$ cat src/rtl/mul_add_reconstruct.sv
// mul_add_reconstruct: sequential shift-add unit computing quation*b + remainder.
// It rebuilds a dividend from divider outputs and flags whether
// (quation, remainder, b) is a correct division of a. Latency is fixed at
// WIDTH RUN cycles, with no early exit.
module mul_add_reconstruct #(
   parameter int WIDTH = 32
) (
   input  logic               clk,
   input  logic               rst_n,
   input  logic               start,
   input  logic [WIDTH-1:0]   a,
   input  logic [WIDTH-1:0]   b,
   input  logic [WIDTH-1:0]   quation,
   input  logic [WIDTH-1:0]   remainder,
   output logic               busy,
   output logic               done,
   output logic [2*WIDTH-1:0] result,
   output logic               check_ok
);

   localparam int CW = $clog2(WIDTH + 1);
   localparam logic [CW-1:0] LAST = CW'(WIDTH - 1);

   localparam logic [0:0] IDLE = 1'b0;
   localparam logic [0:0] RUN  = 1'b1;

   logic [0:0]         state;
   logic [WIDTH-1:0]   a_q;
   logic [2*WIDTH-1:0] mcand;     // b already shifted left by the bit counter
   logic [WIDTH-1:0]   mplier;
   logic [2*WIDTH-1:0] acc;
   logic [2*WIDTH-1:0] acc_next;
   logic [CW-1:0]      cnt;
   logic               rem_lt_b;
   logic               b_nz;

   // Conditional add of the shifted multiplicand for the current multiplier bit
   always_comb begin
      acc_next = acc;
      if (mplier[0]) acc_next = acc + mcand;
   end

   // Control FSM and datapath registers
   always_ff @(posedge clk or negedge rst_n) begin
      if (!rst_n) begin
         state    <= IDLE;
         busy     <= 1'b0;
         done     <= 1'b0;
         result   <= '0;
         check_ok <= 1'b0;
         a_q      <= '0;
         mcand    <= '0;
         mplier   <= '0;
         acc      <= '0;
         cnt      <= '0;
         rem_lt_b <= 1'b0;
         b_nz     <= 1'b0;
      end else begin
         done <= 1'b0;
         if (state == IDLE) begin
            if (start) begin
               a_q      <= a;
               mcand    <= {{WIDTH{1'b0}}, b};
               mplier   <= quation;
               acc      <= {{WIDTH{1'b0}}, remainder};
               cnt      <= '0;
               rem_lt_b <= (remainder < b);
               b_nz     <= (b != '0);
               busy     <= 1'b1;
               state    <= RUN;
            end
         end else begin
            acc    <= acc_next;
            mcand  <= mcand << 1;
            mplier <= mplier >> 1;
            cnt    <= cnt + 1'b1;
            // The final iteration's sum goes straight to the result register
            if (cnt == LAST) begin
               state    <= IDLE;
               busy     <= 1'b0;
               done     <= 1'b1;
               result   <= acc_next;
               check_ok <= (acc_next == {{WIDTH{1'b0}}, a_q}) && rem_lt_b && b_nz;
            end
         end
      end
   end

endmodule

$ cat config.mk
export PLATFORM = sky130hd
export DESIGN_NAME = mul_add_reconstruct
export DESIGN_NICKNAME = d
export VERILOG_FILES = /design/src/rtl/mul_add_reconstruct.sv
export SDC_FILE = /design/constraint.sdc
export NUM_CORES = 1
export LEC_CHECK = 0
export CAP_MARGIN = 0
export CELL_PAD_IN_SITES_DETAIL_PLACEMENT = 1
export CELL_PAD_IN_SITES_GLOBAL_PLACEMENT = 1
export CORE_UTILIZATION = 47
export CTS_BUF_LIST = sky130_fd_sc_hd__clkbuf_16
export DETAILED_ROUTE_END_ITERATION = 8
export GPL_ROUTABILITY_DRIVEN = 0
export PLACE_DENSITY = 0.92
export SLEW_MARGIN = 20
export SYNTH_ARGS = -nofsm -noshare
export SYNTH_HDL_FRONTEND = slang
export SYNTH_SLANG_ARGS = --single-unit
export TNS_END_PERCENT = 100
$ cat constraint.sdc
create_clock -name clk -period 7 [get_ports clk]
set_clock_uncertainty 0.15 [all_clocks]
set_input_delay 1.05 -clock clk [delete_from_list [all_inputs] [get_ports clk]]
set_output_delay 1.05 -clock clk [all_outputs]
set_load 0.01 [all_outputs]
* Word-level counts from Yosys, hierarchy flattened
Cells that the tools add are included.
Word-level totals: register bits after elaboration 268, latch bits 0, bits in writable memories 0, memory bits (read-only) 0, input bits 131, output and inout bits 67, word-level logic and storage cells 43, memories kept 0
Cells by class: add/sub/neg operators 2, multiply operators 0, div/mod/pow operators 0, magnitude comparators 1, equality and inequality tests 3, shift-type cells 0, multiplexer cells 17, bitwise operators 1, reduce and logical (&&, ||, !) cells 7
Operators by type and width (count):
- $mux 64 | 5
- $add 64x64->64 | 1
- $eq 64x32->1 | 1
- $mux 32 | 2
- $lt 32x32->1 | 1
- $reduce_bool 32->1 | 1
- $mux 6 | 2
- $mux 1 | 8
- $add 6x1->6 const B | 1
- $eq 6x5->1 const B | 1
- $reduce_and 2->1 | 3
- $logic_and 1x1->1 | 2
- $ne 2x1->1 const B | 1
- $reduce_bool 2->1 | 1
- $not 1->1 | 1

* Logic depth before layout (Yosys ltp)
Gate-level depths: netlist of run 1.
word-level depth 5, gate-level depth with buffers 15, mapped depth without buffers 15

* Least setup slack after synthesis of run 1
No wires, ideal clock.
path type reg-to-reg, start reg mcand[0], end reg check_ok, arrival 3.735 ns, path slack 3.047 ns, cell stages (with the launch flop) 16, clock period less this slack 3.953 ns, cells stage by stage dfrtp_1 ha_1 inv_1 fa_1 nor2b_1 o31ai_4 a211oi_1 nor2_1 xnor2_1 xor2_1 or4_1 or4_1 nor4b_1 o2111ai_1 nor4_1 a32o_1
Between the ends: cells in the longest elaborated chain, start to end 5
Ends and longest elaborated chain:
- start: declaration | line 29 | logic [2*WIDTH-1:0] mcand;
- start signal: assignment | line 63 | mcand <= {{WIDTH{1'b0}}, b};
- start signal: assignment | line 74 | mcand <= mcand << 1;
- $add 64x64->64 | line 40 | if (mplier[0]) acc_next = acc + mcand;
- $mux 64 | line 40
- $eq 64x32->1 | line 83 | check_ok <= (acc_next == {{WIDTH{1'b0}}, a_q}) && rem_lt_b && b_nz;
- $logic_and 1x1->1 (2 in a row) | line 83
- end signal: assignment | line 83
- end: declaration | line 18 | output logic check_ok
No other way between the ends. A chain may end at the register's enable or synchronous reset.

* Final worst setup path of run 1
start reg mplier[0], end reg check_ok
Between the ends: cells in the longest elaborated chain, start to end 4
Ends and longest elaborated chain:
- start: declaration | line 30 | logic [WIDTH-1:0] mplier;
- start signal: assignment | line 64 | mplier <= quation;
- start signal: assignment | line 75 | mplier <= mplier >> 1;
- $mux 64 | line 40
- $eq 64x32->1 | line 83
- $logic_and 1x1->1 (2 in a row) | line 83
No other way between the ends.

==> out/metrics.yaml, run 1 <==
route:
  viasPerCell: 6.32
  m1WireLength_um: 26400
  top_layer: "met5"
  drtIter0Drc: 1443
  ant_nets: 0
  wl_um: 67000
  wire_per_inst_um: 24.1
  vias: 17600
  wl_met2_um: 32000
  wl_met3_um: 4810
  firstDrtPassIters: 5
  drc: 0
placement:
  place_area_um2: 20200
  hpwl_um: 47900
  place_inst: 2724
  dp_worst_setup_slack_ps: 2090
  placement.io_buffers: 197
final_layout:
  syn_to_final_growth_pct: 18.2
  final_cells: 2783
  fin_area_um2: 21300
  nFillCells: 4480
  drive_above_1_share_pct: 4.27
  fin_nets: 2473
worst_hold_path:
  hp-class: "reg2reg"
yosys:
  yosysWarnings: 0
  synth-async-reset-ratio_pct: 100
  syn_avg_cell_area_um2: 8.43
  synth_area_um2: 18000
  synth_edf_count: 0
  synth_ff_type: "dfrtp_1"
  ys_seq_elements: 268
  synth.yosys.seq_area_share_pct: 37.2
  syn_inst: 2136
  syn-num-nets: 2363
  synth_cell_type_count: 82
timing:
  rsz0062_at_grt: "no"
  min_period_ps: 5210
  setup_violations: 0
  max_freq_ghz: 0.192
  tns_ps: 0
  relSlewSlack_pct: 27.1
  slew_violations: 0
  hold_violations: 0
  fin_hold_ws_ps: 330
  finalWorstSetupSlack_ps: 1790
  worst-slew-pin-transition_ps: 1090
  finalCritPeriodShare_pct: 74.4
die:
  die_y_um: 198
  initial_utilization_pct: 47.8
  rows: 71
  design.core.area_um2: 37700
  ios: 198
  die_area_um2: 39100
  die_x_um: 198
clock_tree:
  clock-sinks: 268
  clock_path_buffers: 3
  cts_tree: "yes"
  ctsHtreeMaxLevel: 1
  clock_latency_ps: 610
  cts-root-buf: "clkbuf_16"
  cts_made_buffers: 31
  post-cts-setup-buffers: 0
  postCtsHoldBufs: 0
  cts_resized: 0
  clkTransAtPathRegs_ps: 70
grt:
  grt_overflow_total: 0
  grt_pass1_wl_um: 105000
  grt_max_degree: 167
  track_usage_pct: 34.4
  grt_pass1_vias: 18800
  antenna_found_initial: 3
critical_path:
  crit_type: "reg2reg"
  start_kind: "flip-flop"
  worstPathArrival_ps: 5600
  cp_max_fo: 50
  required_ps: 7390
  cp-end-kind: "flip-flop"
power_and_ir_drop:
  p_leak_uw: 0.00955
  pwr-share-seq_pct: 27.9
  p_int_uw: 5390
  comb_power_share_pct: 55.5
  power.density_nw_per_um2: 493
  sw_frac_of_total_pct: 48.6
  power_switching_uw: 5100
  ir_drop_mv: 0.242
  p_clk_share_pct: 16.6
status:
  status: "finished, final reports clean"
flow_run:
  maxCapViolCount: 0
placed cells by master, fill, tap and decap left out, types with 53 or more instances in the layout:
| cell type | Yosys | routed |
|---|---|---|
| a21oi_1 | 143 | 143 |
| clkdlybuf4s50_1 | 0 | 195 |
| dfrtp_1 | 268 | 266 |
| ha_1 | 95 | 95 |
| inv_1 | 52 | 53 |
| mux2i_1 | 107 | 107 |
| nand2_1 | 401 | 401 |
| nand2b_1 | 83 | 83 |
| nor2_1 | 82 | 82 |
| o21ai_0 | 217 | 217 |
| xnor2_1 | 61 | 61 |
cell usage after synthesis, types with 11 or more instances:
library cell / number / area (µm²)
xor2_1: 39 / 342
a21oi_1: 143 / 716
ha_1: 95 / 1190
o31ai_1: 11 / 82.6
nand2b_1: 83 / 519
nor2b_1: 44 / 275
a21o_1: 41 / 308
mux2i_1: 107 / 1070
inv_1: 52 / 195
nand2_1: 401 / 1510
nor3_1: 30 / 150
dfrtp_1: 268 / 6710
nand4_1: 30 / 188
a31oi_1: 16 / 100
xnor2_1: 61 / 534
a211oi_1: 43 / 323
o21ai_0: 217 / 1090
nor2_1: 82 / 308
o21a_1: 11 / 82.6
clkbuf_1: 107 / 402
nor4_1: 19 / 119
buf_1: 15 / 56.3
o21ai_1: 12 / 60.1
nand3_1: 26 / 130
cell type report:
type | instances | area (µm²) | area share, %
sequential | 268 | 6710 | 31.5
inverter | 53 | 199 | 0.934
clock inverter | 27 | 277 | 1.30
multi-input combinational | 1683 | 10600 | 49.8
clock buffer | 31 | 776 | 3.64
timing repair buffer | 209 | 2080 | 9.79
tap | 511 | 639 | 3.00
antenna | 1 | 2.50 | 0.0118
stage by stage:
step                      total power, µW  util [%]
final                               10500      56.5
after global routing                11000      56.5
after floorplan                      6370         -
after detailed placement             8430      53.7
after global placement               8090      53.7
after CTS                           10300      56.5
per-layer routing:
layer  vias to the layer above  global-route usage, %
li1                       7776                      -
met1                      8798                   42.0
met2                       771                   57.4
met3                       249                   6.90
met4                         4                   18.0
met5                         -                      0
power groups by stage:
stage               logic [µW]  registers (µW)  clock network [µW]
floorplan                 3680            2690                   0
global placement          5250            2840                   0
detailed placement        5520            2910                   0
CTS                       5640            2900                1750
global route              6220            2990                1800
finish                    5820            2930                1740
worst max-delay path: stages (launching register included):
cell and delay, ps:
dfrtp_4 880, inv_1 180, buf_4 320, or3_1 350, o211ai_1 430, xnor2_1 210, nand3_1 120, or4_1 600
nor4_1 680, nand4_1 170, nor4_1 340, nand4_1 140, nor4_1 340, a32o_1 210
state kept, by name, indices dropped and copies added, names as in the netlist:
register and cells:
acc 64, mcand 64, result 64, a_q 32, mplier 32, cnt 6, b_nz 1, busy 1
check_ok 1, done 1, rem_lt_b 1, state 1
cell families after synthesis:
logic type      synth area share (%)
flops                           37.2
mux                             6.45
compound gates                  20.2
simple gates                    20.3
fa+ha+maj                       6.71
xor+xnor                        5.11
buf+inv                         3.94
worst paths after layout:
kind	startpoint	end	depth (start not counted)	slack, ps
max	mplier[0]	check_ok	13	1790
min	result[15]	result[15]	2	330
max reg2reg	mplier[0]	check_ok	13	1790
min reg2reg	result[15]	result[15]	2	330
max in group asynchronous	rst_n	state	2	4700
min in group asynchronous	rst_n	result[30]	1	350
(Power assumes the default switching activity.)
==> run 2, diff against run 1 <==
CORE_UTILIZATION = 44   (was 47)
PLACE_DENSITY = 0.87   (was 0.92)
clock period = 4.9 ns   (was 7 ns; I/O delays follow)
==> run 2 against run 1 <==
Compared with the run above:
- the flow now finishes with violations (negative hold slack)
- register-to-register slack got worse by 1600 ps
- sequential share of layout area decreased by 0.22 points
- combinational power up 44%
- core utilization shrank 2.9 points
- power grew 42%
- count of clock-buffer cells in the layout shrank 1
- first-iteration DRC count is 9.2% lower
- global-route usage fell by 2.8 points
- non-clock buffer count grew 16
- largest cell class unchanged
==> out/metrics.yaml, run 2 (synthesized netlist as in run 1, its figures left out) <==
timing:
  fin_hold_ws_ps: -27.3  # was 330 ps
  relSlewSlack_pct: 38.7  # was 27.1%
  tns_ps: 0  # unchanged
  finalCritPeriodShare_pct: 96.5  # was 74.4%
  min_period_ps: 4730  # was 5210 ps
  worst-slew-pin-transition_ps: 920  # was 1090 ps
  slew_violations: 0  # unchanged
  hold_violations: 7  # was 0
  max_freq_ghz: 0.211  # was 0.192 GHz
  rsz0062_at_grt: "no"  # unchanged
  setup_violations: 0  # unchanged
clock_tree:
  clock-sinks: 268  # unchanged
  cts_made_buffers: 30  # was 31
  post-cts-setup-buffers: 0  # unchanged
  clock_latency_ps: 620  # was 610 ps
  clock_path_buffers: 3  # unchanged
  clkTransAtPathRegs_ps: 70  # about the same
  ctsHtreeMaxLevel: 1  # unchanged
  cts-root-buf: "clkbuf_16"  # unchanged
  cts_tree: "yes"  # unchanged
critical_path:
  cp-end-kind: "flip-flop"  # unchanged
  r2r-start: "mcand[7]"  # was mplier[0]
  cp_max_fo: 10  # was 50
  required_ps: 5280  # was 7390 ps
  start_kind: "flip-flop"  # unchanged
  worstPathArrival_ps: 5110  # was 5600 ps
  cp-startpoint: "mcand[7]"  # was mplier[0]
  rrSetupSlack_ps: 170  # was 1790 ps
  crit_type: "reg2reg"  # unchanged
  r2r_cells: 13  # unchanged
grt:
  grt_max_degree: 128  # was 167
  antenna_found_initial: 0  # was 3
  grt_pass1_wl_um: 104000  # was 105000 µm
  grt_pass1_vias: 18200  # was 18800
  grt_overflow_total: 0  # unchanged
  track_usage_pct: 31.6  # was 34.4%
power_and_ir_drop:
  p_clk_share_pct: 16.3  # was 16.6%
  ir_drop_mv: 0.394  # was 0.242 mV
  p_leak_uw: 0.00961  # was 0.00955 µW
  p_int_uw: 7720  # was 5390 µW
  pwr-share-seq_pct: 27.6  # was 27.9%
  comb_power_share_pct: 56.1  # was 55.5%
  power.density_nw_per_um2: 695  # was 493 nW/µm²
  power_switching_uw: 7180  # was 5100 µW
  sw_frac_of_total_pct: 48.2  # was 48.6%
route:
  firstDrtPassIters: 5  # unchanged
  ant_nets: 0  # unchanged
  viasPerCell: 6.15  # was 6.32
  drc: 0  # unchanged
  drtIter0Drc: 1310  # was 1443
  wl_um: 65800  # was 67000 µm
  wire_per_inst_um: 23.4  # was 24.1 µm
  vias: 17300  # was 17600
die:
  initial_utilization_pct: 45.0  # was 47.8%
  die_area_um2: 41700  # was 39100 µm²
  design.core.area_um2: 40000  # was 37700 µm²
  die_x_um: 204  # was 198 µm
  ios: 198  # unchanged
  die_y_um: 204  # was 198 µm
  rows: 73  # was 71
placement:
  hpwl_um: 48400  # was 47900 µm
  placement.io_buffers: 197  # unchanged
  place_inst: 2754  # was 2724
final_layout:
  final_cells: 2810  # was 2783
  final_cell_mix: "401 x nand2_1, 266 x dfrtp_1, 216 x o21ai_0"  # was 401 x nand2_1, 266 x dfrtp_1, 217 x o21ai_0
  syn_to_final_growth_pct: 19.1  # was 18.2%
  fin_nets: 2488  # was 2473
  layout_commonest_cell: "nand2_1"  # unchanged
  nFillCells: 4747  # was 4480
  top_regs: "acc x64, mcand x64, result x64"  # unchanged
  fin_util_pct: 53.6  # was 56.5%
  n_antenna_cell: 0  # was 1
  drive_above_1_share_pct: 4.90  # was 4.27%
status:
  violations: "negative hold slack"
  status: "complete, but fails checks"  # was finished, final reports clean
flow_run:
  maxCapViolCount: 0  # unchanged
worst_hold_path:
  hp-class: "in2async"  # was reg2reg
==> run 2: cell count changes in the layout (fill, tap and decap cells not counted), moves of 2 or more <==
cell and delta:
clkinvlp_4 +2, clkinv_2 -2, buf_4 +14, inv_6 -3, clkinv_1 +2
==> run 2: power by group through the flow <==
| stage | Combinational (µW) | Clock (µW) | Sequential (µW) |
|---|---|---|---|
| after floorplan | 5250 | 0 | 3850 |
| after global placement | 7720 | 0 | 4030 |
| after detailed placement | 8020 | 0 | 4110 |
| after CTS | 8160 | 2450 | 4090 |
| after global routing | 8960 | 2520 | 4210 |
| final | 8360 | 2430 | 4110 |
==> run 2: path summary, 6_finish.rpt <==
kind | to
max | check_ok
min | result[31]
max reg2reg | check_ok
min reg2reg | result[51]
max in group asynchronous | mplier[0]
min in group clk | result[51]
==> run 2: per-layer routing <==
layer / track usage, % / up-vias / part of all wire [%]
met5: 0 / - / 0
li1: - / 7797 / -
met4: 14.4 / 0 / 5.1
met1: 39.3 / 8579 / 40
met2: 53.2 / 696 / 48
met3: 5.72 / 206 / 7.0
==> run 2: repair_timing <==
item                       4_1_cts  5_1_grt
hold buffers                     0        0
setup endpoints to repair        0        1
gates resized for setup          0        5
==> run 2: cell type report <==
type                    instances  area [µm²]  share of cell area [%]
clock inverters                26         284                    1.32
flip-flops and latches        268        6710                    31.3
repair buffers                225        2220                    10.4
inverters                      53         199                   0.928
well taps                     525         657                    3.06
multi-input cells            1683       10600                    49.5
clock buffers                  30         751                    3.50
==> run 2: per-stage QoR <==
stage | worst slack [ps] | total power, µW | hold WS [ps] | cell area [µm²]
floorplan | 947 | 9100 | 289 | 18000
global placement | 401 | 11700 | 303 | 20400
detailed placement | 159 | 12100 | 316 | 20400
CTS | 104 | 14700 | 22.3 | 21400
global route | 12.9 | 15700 | 29.3 | 21400
finish | 171 | 14900 | -27.3 | 21400
==> run 2: worst max-delay path: stages (launching register included) <==
cell and delay (ps):
dfrtp_1 420, ha_1 440, a21oi_1 330, o221ai_1 330, a31oi_2 370, a31oi_2 270
a2111oi_2 620, nor3_1 180, or3_1 370, a31oi_1 300, o211a_1 250, nand4_1 90
nor4_1 280, a32o_1 250
==> run 3, diff against run 2 <==
CORE_UTILIZATION = 25   (was 44)
PLACE_DENSITY = not set   (was 0.87)
PLACE_DENSITY_LB_ADDON = 0.1   (was not set)
==> run 3 against run 2 <==
Compared with the run above:
- the flow still finishes with violations (negative hold slack)
- largest power group unchanged
- maximum frequency is 1.6% higher
- critical endpoint unchanged
- sequential power is essentially flat
- core utilization down 22 points
- largest cell class unchanged
- power up 4.1%
- count of clock-buffer cells in the layout rose by 7
==> out/metrics.yaml, run 3 (synthesized netlist as in run 1, its figures left out) <==
status:
  status: "complete, but fails checks"  # unchanged
  violations: "negative hold slack"  # unchanged
die:
  rows: 98  # was 73
  initial_utilization_pct: 25.2  # was 45.0%
  ios: 198  # unchanged
  die_y_um: 270  # was 204 µm
  die_area_um2: 73100  # was 41700 µm²
  design.core.area_um2: 71400  # was 40000 µm²
  die_x_um: 270  # was 204 µm
timing:
  finalCritPeriodShare_pct: 95.0  # was 96.5%
  tns_ps: 0  # unchanged
  fin_hold_ws_ps: -12.0  # was -27.3 ps
  max_freq_ghz: 0.215  # was 0.211 GHz
  setup_violations: 0  # unchanged
  min_period_ps: 4650  # was 4730 ps
  relSlewSlack_pct: 32.7  # was 38.7%
  hold_violations: 3  # was 7
  slew_violations: 0  # unchanged
  rsz0062_at_grt: "no"  # unchanged
  worst-slew-pin-transition_ps: 1010  # was 920 ps
route:
  drc: 0  # unchanged
  top_layer: "met5"  # was met4
  firstDrtPassIters: 5  # unchanged
  vias: 16500  # was 17300
  drtIter0Drc: 959  # was 1310
  wire_per_inst_um: 22.0  # was 23.4 µm
  ant_nets: 0  # unchanged
  wl_met2_um: 34700  # was 31400 µm
  viasPerCell: 5.03  # was 6.15
  wl_um: 72100  # was 65800 µm
  m1WireLength_um: 33900  # was 26500 µm
  wl_met3_um: 2420  # was 4580 µm
critical_path:
  cp-startpoint: "acc[16]"  # was mcand[7]
  crit_type: "reg2reg"  # unchanged
  cp-end-kind: "flip-flop"  # unchanged
  r2r-start: "acc[16]"  # was mcand[7]
  cp_max_fo: 11  # was 10
  crit_family: "simple AND/OR/NAND/NOR gates"  # was compound AO/OA/AOI/OAI gates
  worstPathCellList: "ha_1, a21oi_1, o21ai_1, a21oi_2, o21ai_1, nor2_4, xnor3_1, or4_1, or4_1, nor4b_2, o2111ai_1, nor4_1, a32o_1"  # was ha_1, a21oi_1, o221ai_1, a31oi_2, a31oi_2, a2111oi_2, nor3_1, or3_1, a31oi_1, o211a_1, nand4_1, nor4_1, a32o_1
  cp_num_buf_inv: 0  # unchanged
  critPathSlowestCell: "or4_1"  # was a2111oi_2
  worstPathArrival_ps: 5010  # was 5110 ps
  required_ps: 5250  # was 5280 ps
  start_kind: "flip-flop"  # unchanged
  critPathMaxStageDelay_ps: 620  # about the same
final_layout:
  final_cell_mix: "401 x nand2_1, 266 x dfrtp_1, 217 x o21ai_0"  # was 401 x nand2_1, 266 x dfrtp_1, 216 x o21ai_0
  nFillCells: 8361  # was 4747
  syn_to_final_growth_pct: 24.8  # was 19.1%
  final_cells: 3275  # was 2810
  n_antenna_cell: 0  # unchanged
  layout_commonest_cell: "nand2_1"  # unchanged
  fin_nets: 2527  # was 2488
  drive_above_1_share_pct: 6.84  # was 4.90%
  top_regs: "acc x64, mcand x64, result x64"  # unchanged
power_and_ir_drop:
  comb_power_share_pct: 55.7  # was 56.1%
  pwr-share-seq_pct: 26.6  # was 27.6%
  p_clk_share_pct: 17.7  # was 16.3%
  p_leak_uw: 0.00988  # was 0.00961 µW
  p_int_uw: 8160  # was 7720 µW
  ir_drop_mv: 0.219  # was 0.394 mV
  sw_frac_of_total_pct: 47.4  # was 48.2%
  power_switching_uw: 7360  # was 7180 µW
  power.density_nw_per_um2: 690  # was 695 nW/µm²
placement:
  hpwl_um: 55300  # was 48400 µm
  placement.io_buffers: 197  # unchanged
  place_inst: 3210  # was 2754
grt:
  grt_pass1_wl_um: 111000  # was 104000 µm
  track_usage_pct: 19.6  # was 31.6%
  grt_pass1_vias: 17400  # was 18200
  grt_overflow_total: 0  # unchanged
  antenna_found_initial: 2  # was 0
  grt_max_degree: 132  # was 128
clock_tree:
  cts_made_buffers: 37  # was 30
  ctsHtreeMaxLevel: 2  # was 1
  clkTransAtPathRegs_ps: 60  # was 70 ps
  post-cts-setup-buffers: 0  # unchanged
  clock-sinks: 268  # unchanged
  clock_latency_ps: 570  # was 620 ps
  cts_tree: "yes"  # unchanged
  clock_path_buffers: 3  # unchanged
  cts-root-buf: "clkbuf_16"  # unchanged
worst_hold_path:
  hp-class: "in2async"  # unchanged
flow_run:
  maxCapViolCount: 0  # unchanged
run 3: path summary, 6_finish.rpt:
path | slack [ps] | endpoint | cells past startpoint
max | 250 | check_ok | 13
min | -10 | result[34] | 1
max reg2reg | 250 | check_ok | 13
min reg2reg | 320 | b_nz | 2
max in group asynchronous | 3490 | mplier[0] | 2
min in group clk | 320 | b_nz | 2
run 3: stage by stage:
| stage | total power [µW] | area [µm²] | hold WS (ps) | util [%] | setup slack (ps) |
|---|---|---|---|---|---|
| floorplan | 9100 | 18000 | 289 | - | 947 |
| global placement | 12700 | 21200 | 305 | 29.7 | 18.6 |
| CTS | 15600 | 22400 | 26.4 | 31.3 | 6.08 |
| global route | 16700 | 22500 | 35.5 | 31.5 | 58.5 |
| detailed placement | 12700 | 21200 | 312 | 29.7 | -13.6 |
| finish | 15500 | 22500 | -12.0 | 31.5 | 247 |
run 3: power by group through the flow:
stage               clock [µW]  sequential (µW)  combinational (µW)
floorplan                    0             3850                5250
global placement             0             4130                8540
detailed placement           0             4160                8560
CTS                       2830             4140                8620
global route              2910             4280                9490
finish                    2740             4130                8650
run 3: final cells by class:
type / count / area [µm²] / area share (%)
Timing Repair Buffer: 257 / 2490 / 11.1
Sequential cell: 268 / 6710 / 29.9
Clock buffer: 37 / 926 / 4.12
Clock inverter: 27 / 264 / 1.17
Multi-Input combinational cell: 1683 / 10700 / 47.6
Tap cell: 950 / 1190 / 5.29
Inverter: 53 / 199 / 0.885
run 3: what timing repair did:
item,in CTS,in global routing
pin swaps,0,2
endpoints found under the setup margin,1,1
gates resized for setup,2,16
hold buffers,0,0
gates cloned,0,0
run 3: per-layer routing:
metal | global-route usage, % | vias up
met5 | 0 | -
met2 | 33.2 | 240
met3 | 2.36 | 65
met4 | 3.93 | 2
met1 | 26.8 | 8279
li1 | - | 7881
